### src/rtl/decode_pkg.sv
// Shared decode constants: execution-unit codes, RV64IMFD opcodes, reg_control layout
// and the decoded-entry payload carried through the output queue.
package decode_pkg;

    localparam int unsigned INSTR_W  = 32;
    localparam int unsigned REG_W    = 5;
    localparam int unsigned RC_W     = 8;
    localparam int unsigned IMM32_W  = 32;

    typedef enum logic [2:0] {
        EU_ALU     = 3'd0,
        EU_MULDIV  = 3'd1,
        EU_FPU     = 3'd2,
        EU_FMULDIV = 3'd3,
        EU_BRANCH  = 3'd4,
        EU_LSU     = 3'd5,
        EU_ILLEGAL = 3'd7
    } eu_e;

    localparam logic [6:0] OPC_LOAD      = 7'b0000011;
    localparam logic [6:0] OPC_LOAD_FP   = 7'b0000111;
    localparam logic [6:0] OPC_OP_IMM    = 7'b0010011;
    localparam logic [6:0] OPC_AUIPC     = 7'b0010111;
    localparam logic [6:0] OPC_OP_IMM_32 = 7'b0011011;
    localparam logic [6:0] OPC_STORE     = 7'b0100011;
    localparam logic [6:0] OPC_STORE_FP  = 7'b0100111;
    localparam logic [6:0] OPC_OP        = 7'b0110011;
    localparam logic [6:0] OPC_LUI       = 7'b0110111;
    localparam logic [6:0] OPC_OP_32     = 7'b0111011;
    localparam logic [6:0] OPC_MADD      = 7'b1000011;
    localparam logic [6:0] OPC_MSUB      = 7'b1000111;
    localparam logic [6:0] OPC_NMSUB     = 7'b1001011;
    localparam logic [6:0] OPC_NMADD     = 7'b1001111;
    localparam logic [6:0] OPC_OP_FP     = 7'b1010011;
    localparam logic [6:0] OPC_BRANCH    = 7'b1100011;
    localparam logic [6:0] OPC_JALR      = 7'b1100111;
    localparam logic [6:0] OPC_JAL       = 7'b1101111;

    localparam logic [6:0] F7_MULDIV = 7'b0000001;

    // OP-FP funct5 groups that change unit or register-file usage
    localparam logic [4:0] F5_FMUL     = 5'b00010;
    localparam logic [4:0] F5_FDIV     = 5'b00011;
    localparam logic [4:0] F5_FSQRT    = 5'b01011;
    localparam logic [4:0] F5_FCVT_F_F = 5'b01000;
    localparam logic [4:0] F5_FCMP     = 5'b10100;
    localparam logic [4:0] F5_FCVT_W_F = 5'b11000;
    localparam logic [4:0] F5_FCVT_F_W = 5'b11010;
    localparam logic [4:0] F5_FMV_X_F  = 5'b11100;
    localparam logic [4:0] F5_FMV_F_X  = 5'b11110;

    // reg_control = {fp nibble, valid nibble}; each nibble ordered {w1, r3, r2, r1}
    localparam int unsigned RC_VALID_LSB = 0;
    localparam int unsigned RC_FP_LSB    = 4;
    localparam logic [3:0]  RF_R1 = 4'b0001;
    localparam logic [3:0]  RF_R2 = 4'b0010;
    localparam logic [3:0]  RF_R3 = 4'b0100;
    localparam logic [3:0]  RF_W1 = 4'b1000;

    typedef enum logic [2:0] {
        FMT_R, FMT_I, FMT_S, FMT_B, FMT_U, FMT_J
    } imm_fmt_e;

    typedef struct packed {
        logic [REG_W-1:0]   r1_addr;
        logic [REG_W-1:0]   r2_addr;
        logic [REG_W-1:0]   r3_addr;
        logic [REG_W-1:0]   w1_addr;
        logic [RC_W-1:0]    reg_control;
        logic [IMM32_W-1:0] imm;
        eu_e                eu_type;
    } dec_t;

    function automatic logic [IMM32_W-1:0] imm_sext(input logic [INSTR_W-1:0] i,
                                                    input imm_fmt_e fmt);
        case (fmt)
            FMT_I:   return {{20{i[31]}}, i[31:20]};
            FMT_S:   return {{20{i[31]}}, i[31:25], i[11:7]};
            FMT_B:   return {{19{i[31]}}, i[31], i[7], i[30:25], i[11:8], 1'b0};
            FMT_U:   return {i[31:12], 12'b0};
            FMT_J:   return {{11{i[31]}}, i[31], i[19:12], i[20], i[30:21], 1'b0};
            default: return '0;
        endcase
    endfunction

    function automatic logic [RC_W-1:0] rc_make(input logic [3:0] valid, input logic [3:0] fp);
        logic [RC_W-1:0] rc;
        rc = '0;
        rc[RC_VALID_LSB +: 4] = valid;
        rc[RC_FP_LSB +: 4]    = fp;
        return rc;
    endfunction

endpackage

### src/rtl/instr_decoder.sv
// Combinational RV64IMFD decode of one instruction word into a queue entry.
module instr_decoder
    import decode_pkg::*;
(
    input  logic [INSTR_W-1:0] instr,
    output dec_t               dec_c
);

    logic [6:0] opc;
    logic [6:0] funct7;
    logic [4:0] funct5;
    imm_fmt_e   fmt;
    eu_e        eu;
    logic [3:0] valid;
    logic [3:0] fp;

    assign opc    = instr[6:0];
    assign funct7 = instr[31:25];
    assign funct5 = instr[31:27];

    // Unknown opcodes (including instr[1:0] != 11) fall to the illegal default
    always_comb begin
        fmt   = FMT_R;
        eu    = EU_ILLEGAL;
        valid = '0;
        fp    = '0;
        case (opc)
            OPC_LUI, OPC_AUIPC: begin
                fmt = FMT_U; eu = EU_ALU; valid = RF_W1;
            end
            OPC_JAL: begin
                fmt = FMT_J; eu = EU_BRANCH; valid = RF_W1;
            end
            OPC_JALR: begin
                fmt = FMT_I; eu = EU_BRANCH; valid = RF_R1 | RF_W1;
            end
            OPC_BRANCH: begin
                fmt = FMT_B; eu = EU_BRANCH; valid = RF_R1 | RF_R2;
            end
            OPC_LOAD: begin
                fmt = FMT_I; eu = EU_LSU; valid = RF_R1 | RF_W1;
            end
            OPC_LOAD_FP: begin
                fmt = FMT_I; eu = EU_LSU; valid = RF_R1 | RF_W1; fp = RF_W1;
            end
            OPC_STORE: begin
                fmt = FMT_S; eu = EU_LSU; valid = RF_R1 | RF_R2;
            end
            OPC_STORE_FP: begin
                fmt = FMT_S; eu = EU_LSU; valid = RF_R1 | RF_R2; fp = RF_R2;
            end
            OPC_OP_IMM, OPC_OP_IMM_32: begin
                fmt = FMT_I; eu = EU_ALU; valid = RF_R1 | RF_W1;
            end
            OPC_OP, OPC_OP_32: begin
                eu    = (funct7 == F7_MULDIV) ? EU_MULDIV : EU_ALU;
                valid = RF_R1 | RF_R2 | RF_W1;
            end
            OPC_MADD, OPC_MSUB, OPC_NMSUB, OPC_NMADD: begin
                eu    = EU_FMULDIV;
                valid = RF_R1 | RF_R2 | RF_R3 | RF_W1;
                fp    = RF_R1 | RF_R2 | RF_R3 | RF_W1;
            end
            OPC_OP_FP: begin
                eu    = EU_FPU;
                valid = RF_R1 | RF_R2 | RF_W1;
                fp    = RF_R1 | RF_R2 | RF_W1;
                case (funct5)
                    F5_FMUL, F5_FDIV: eu = EU_FMULDIV;
                    F5_FSQRT: begin
                        eu = EU_FMULDIV; valid = RF_R1 | RF_W1; fp = RF_R1 | RF_W1;
                    end
                    F5_FCVT_F_F: begin
                        valid = RF_R1 | RF_W1; fp = RF_R1 | RF_W1;
                    end
                    F5_FCMP: fp = RF_R1 | RF_R2;
                    F5_FCVT_W_F, F5_FMV_X_F: begin
                        valid = RF_R1 | RF_W1; fp = RF_R1;
                    end
                    F5_FCVT_F_W, F5_FMV_F_X: begin
                        valid = RF_R1 | RF_W1; fp = RF_W1;
                    end
                    default: ;
                endcase
            end
            default: ;
        endcase
    end

    always_comb begin
        dec_c             = '0;
        dec_c.r1_addr     = instr[19:15];
        dec_c.r2_addr     = instr[24:20];
        dec_c.r3_addr     = instr[31:27];
        dec_c.w1_addr     = instr[11:7];
        dec_c.reg_control = rc_make(valid, fp);
        dec_c.imm         = imm_sext(instr, fmt);
        dec_c.eu_type     = eu;
    end

endmodule

### src/rtl/decode_pipe.sv
// Instruction decode stage: combinational decoder feeding a DEPTH-entry output queue
// with valid/ready handshakes on both sides and a synchronous flush.
module decode_pipe
    import decode_pkg::*;
#(
    parameter int unsigned IMM_W = 32,
    parameter int unsigned DEPTH = 2,
    parameter int unsigned EU_W  = 3
) (
    input  logic               clk,
    input  logic               rst,
    input  logic               in_valid,
    output logic               in_ready,
    input  logic [31:0]        instr,
    input  logic               flush,
    output logic               out_valid,
    input  logic               out_ready,
    output logic [4:0]         r1_addr,
    output logic [4:0]         r2_addr,
    output logic [4:0]         r3_addr,
    output logic [4:0]         w1_addr,
    output logic [7:0]         reg_control,
    output logic [IMM_W-1:0]   imm,
    output logic [EU_W-1:0]    eu_type
);

    localparam int unsigned PTR_W = $clog2(DEPTH);
    localparam int unsigned CNT_W = $clog2(DEPTH + 1);

    dec_t             dec_c;
    dec_t             q [DEPTH];
    dec_t             head;
    logic [PTR_W-1:0] rd_ptr;
    logic [PTR_W-1:0] wr_ptr;
    logic [CNT_W-1:0] count;
    logic             full;
    logic             push;
    logic             pop;

    instr_decoder u_decoder (
        .instr (instr),
        .dec_c (dec_c)
    );

    assign full      = (count == CNT_W'(DEPTH));
    assign out_valid = (count != '0);
    assign in_ready  = !full || out_ready;
    assign push      = in_valid && in_ready && !flush;
    assign pop       = out_valid && out_ready && !flush;

    // Pointers wrap naturally because DEPTH is a power of two
    always_ff @(posedge clk or negedge rst) begin
        if (!rst) begin
            rd_ptr <= '0;
            wr_ptr <= '0;
            count  <= '0;
        end else if (flush) begin
            rd_ptr <= '0;
            wr_ptr <= '0;
            count  <= '0;
        end else begin
            if (push) wr_ptr <= wr_ptr + PTR_W'(1);
            if (pop)  rd_ptr <= rd_ptr + PTR_W'(1);
            if (push && !pop)      count <= count + CNT_W'(1);
            else if (pop && !push) count <= count - CNT_W'(1);
        end
    end

    // Entry storage needs no reset: occupancy is tracked solely by count
    always_ff @(posedge clk) begin
        if (push) q[wr_ptr] <= dec_c;
    end

    assign head        = out_valid ? q[rd_ptr] : '0;
    assign r1_addr     = head.r1_addr;
    assign r2_addr     = head.r2_addr;
    assign r3_addr     = head.r3_addr;
    assign w1_addr     = head.w1_addr;
    assign reg_control = head.reg_control;
    assign imm         = IMM_W'($signed(head.imm));
    assign eu_type     = EU_W'(head.eu_type);

endmodule

### config.mk
export PLATFORM = sky130hd
export DESIGN_NAME = decode_pipe
export DESIGN_NICKNAME = d
export VERILOG_FILES = /design/src/rtl/decode_pkg.sv /design/src/rtl/instr_decoder.sv /design/src/rtl/decode_pipe.sv
export SDC_FILE = /design/constraint.sdc
export NUM_CORES = 1
export LEC_CHECK = 0
export ABC_CLOCK_PERIOD_IN_PS = 6460
export CAP_MARGIN = 10
export CORE_AREA = 3 3 109 111
export CTS_CLUSTER_DIAMETER = 40
export DETAILED_ROUTE_END_ITERATION = 7
export DIE_AREA = 0 0 112 114
export PLACE_DENSITY = 0.79
export SYNTH_ARGS = -nofsm -noshare
export SYNTH_HDL_FRONTEND = slang
export SYNTH_SLANG_ARGS = --single-unit
### constraint.sdc
create_clock -name clk -period 6.46 [get_ports clk]
set_input_delay 0.646 -clock clk [delete_from_list [all_inputs] [get_ports clk]]
set_output_delay 0.646 -clock clk [all_outputs]
set_load 0.005 [all_outputs]
==> out/metrics.cfg <==
[outcome]
status=finished, final reports clean

[sta]
setup_viol=0
timing.slew.headroom_pct=24.03
tightest_slew_ns=1.140
fin_tns_setup_ns=0
max_freq_ghz=0.3047
timing.final.crit_share_pct=50.81
drv_slew=0
finClkSkew_ns=0.008323
grt_setup_unrepaired=no
hold_violations=0
post-route-min-period_ns=3.282

[place]
routabilityCongestion=0.8415
port-buffer-count=101
hpwlAfterDp_um=7726

[route]
met3_length_um=685
firstDrtPassIters=5
drt_iter0_drc=214
viasPerCell=5.617
routed_wl_um=12380
wl_met2_um=6335
dr_total_vias=3797
drtAntennaViolNets=0
wire_per_inst_um=18.32
wl_met1_um=5186
top_layer_used=met4
drc=0

[floorplan]
ios=102
row_count=38
start_util_pct=53.31
die_w_um=112
die_y_um=114
coreArea_um2=10890
design.die.area_um2=12770

[power_and_ir_drop]
intPower_mw=1.633
pwr-share-seq_pct=46.4
power_density_nw_per_um2=284.1
p_switching_mw=0.4941
p_leak_nw=2.620
pwr-share-comb_pct=10.7
switching_share_pct=23.23
p_clk_share_pct=42.8
total_power_mw=2.128
vdd.ir_drop.worst_mv=0.1789

[synthesis]
synth_area_um2=5804
synth_flop_cell=edfxtp_1
avgSynthCellArea_um2=13.69
yosys.cell_types.count=46
ys_seq_area_share_pct=66.91
synthCells=424
synth_edf_count=126
yosys_warnings=0
ys_ff_latch=130
synthesis.nets=461
ys_async_sr_fraction_pct=3.077

[final_layout]
fin_nets=560
final_common_cell=edfxtp_1
final_util_pct=68.79
mostFrequentLayoutCells=edfxtp_1, clkdlybuf4s50_1, nor2_1, mux2i_1, a21o_1
fillers=780
syn2layout_area_growth_pct=29.04
layout-drive-gt1-share_pct=9.328
n_antenna_cell=0

[global_routing]
grt_max_degree=65
grt_pass1_wl_um=19590
antenna_found_initial=0
grt_usage_pct=19.80
grt_overflow=0
grt_pass1_vias=3770

[worst_setup_path]
critPathLaunchType=flop
required_ns=5.81
end_kind=output port
crit_type=flop to output port
crit_fanout=64
cp.arrival_ns=2.64

[clock_network]
clkLatencyLatePin_ns=0.51
hold_buffers=0
h-tree-depth=4
cts_tree=built
cts.clk_slew.worst_paths_ns=0.06
clockBufferDepth=2
ctsResizeCount=0
numCtsBuffers=17
postCtsSetupBuffers=0
cts_root_buf=clkbuf_8
clkSinkCount=130

[flow_run]
cap_violations=0

[worst_hold_path]
hold_path.class=input port to async pin

registers in the layout, summed over array words and instances, names as in the netlist:
| signal | count |
|---|---|
| q | 126 |
| count | 2 |
| rd_ptr | 1 |
| wr_ptr | 1 |
stage by stage:
stage	instances	hold slack (ns)	setup slack, ns	area [um2]
floorplan	424	0.3504	0.4058	5804
global placement	644	0.5535	3.608	6915
detailed placement	644	0.6017	3.520	6915
CTS	676	0.3142	3.130	7490
global route	676	0.3290	3.023	7490
finish	676	0.3302	3.178	7490
path summary, 6_finish.rpt:
kind / from / endpoint / slack (ns) / cells after the start
setup / recovery: rd_ptr / r3_addr[0] / 3.18 / 3
hold / removal: rst / count[1] / 0.33 / 1
setup reg to reg: count[1] / q[1][40] / 4.33 / 4
hold reg to reg: wr_ptr / wr_ptr / 0.61 / 2
max in group asynchronous: rst / rd_ptr / 5.94 / 1
min in group clk: wr_ptr / wr_ptr / 0.61 / 2
power groups by stage:
| stage | Clock (mW) | Sequential, mW | Combinational (mW) |
|---|---|---|---|
| 2_1_floorplan | 0 | 0.988 | 0.126 |
| 3_3_place_gp | 0 | 1.00 | 0.224 |
| 3_5_place_dp | 0 | 1.01 | 0.229 |
| 4_1_cts | 0.927 | 0.988 | 0.231 |
| 5_1_grt | 0.960 | 0.991 | 0.248 |
| 6_report | 0.911 | 0.988 | 0.228 |
Yosys cell counts (2+ instances only):
| cell type | count | area (um2) |
|---|---|---|
| o21ai_0 | 14 | 70.07 |
| nand2_1 | 9 | 33.78 |
| a21oi_4 | 3 | 48.80 |
| or3b_2 | 2 | 17.52 |
| nand3_1 | 8 | 40.04 |
| and2_1 | 8 | 50.05 |
| dfrtp_1 | 4 | 100.1 |
| nor2b_1 | 3 | 18.77 |
| edfxtp_1 | 126 | 3784 |
| a211oi_1 | 2 | 15.01 |
| a21oi_1 | 7 | 35.03 |
| inv_1 | 5 | 18.77 |
| a21o_1 | 22 | 165.2 |
| mux2i_1 | 64 | 640.6 |
| clkbuf_1 | 8 | 30.03 |
| buf_2 | 13 | 65.06 |
| a22o_1 | 5 | 43.79 |
| nor3b_1 | 4 | 30.03 |
| nor2_1 | 76 | 285.3 |
| nor3_1 | 5 | 25.02 |
| nand4_1 | 2 | 12.51 |
| nand2b_1 | 7 | 43.79 |
| a21oi_2 | 2 | 17.52 |
| xor2_1 | 2 | 17.52 |
| or3_1 | 2 | 12.51 |
routing by layer:
metal | vias up | GRT usage, %
met3 | 21 | 4.297
met4 | 0 | 7.292
met2 | 134 | 32.81
li1 | 1778 | -
met1 | 1864 | 25.96
met5 | - | 0
final cells by class:
type	count	area, um2	share of cell area (%)
Tap cell	140	175.2	2.339
Inverter	5	18.77	0.2506
Sequential cell	130	3887	51.90
Timing Repair Buffer	104	1033	13.80
Multi-Input combinational cell	265	1800	24.04
Clock inverter	14	156.4	2.088
Clock buffer	18	417.9	5.580
cells by family after synthesis:
logic type | Yosys count | share of synthesized area [%]
mux | 65 | 11.23
flops | 130 | 66.91
compound gates | 64 | 8.149
buf+inv | 29 | 2.371
simple gates | 134 | 11.04
xor+xnor | 2 | 0.3018
critical path: stages, from the launching register on:
cell,delay [ns]
dfrtp_4,1.16
mux2i_1,0.20
nor2_1,0.19
clkdlybuf4s50_1,0.53
Power figures use the tool's default switching activity.
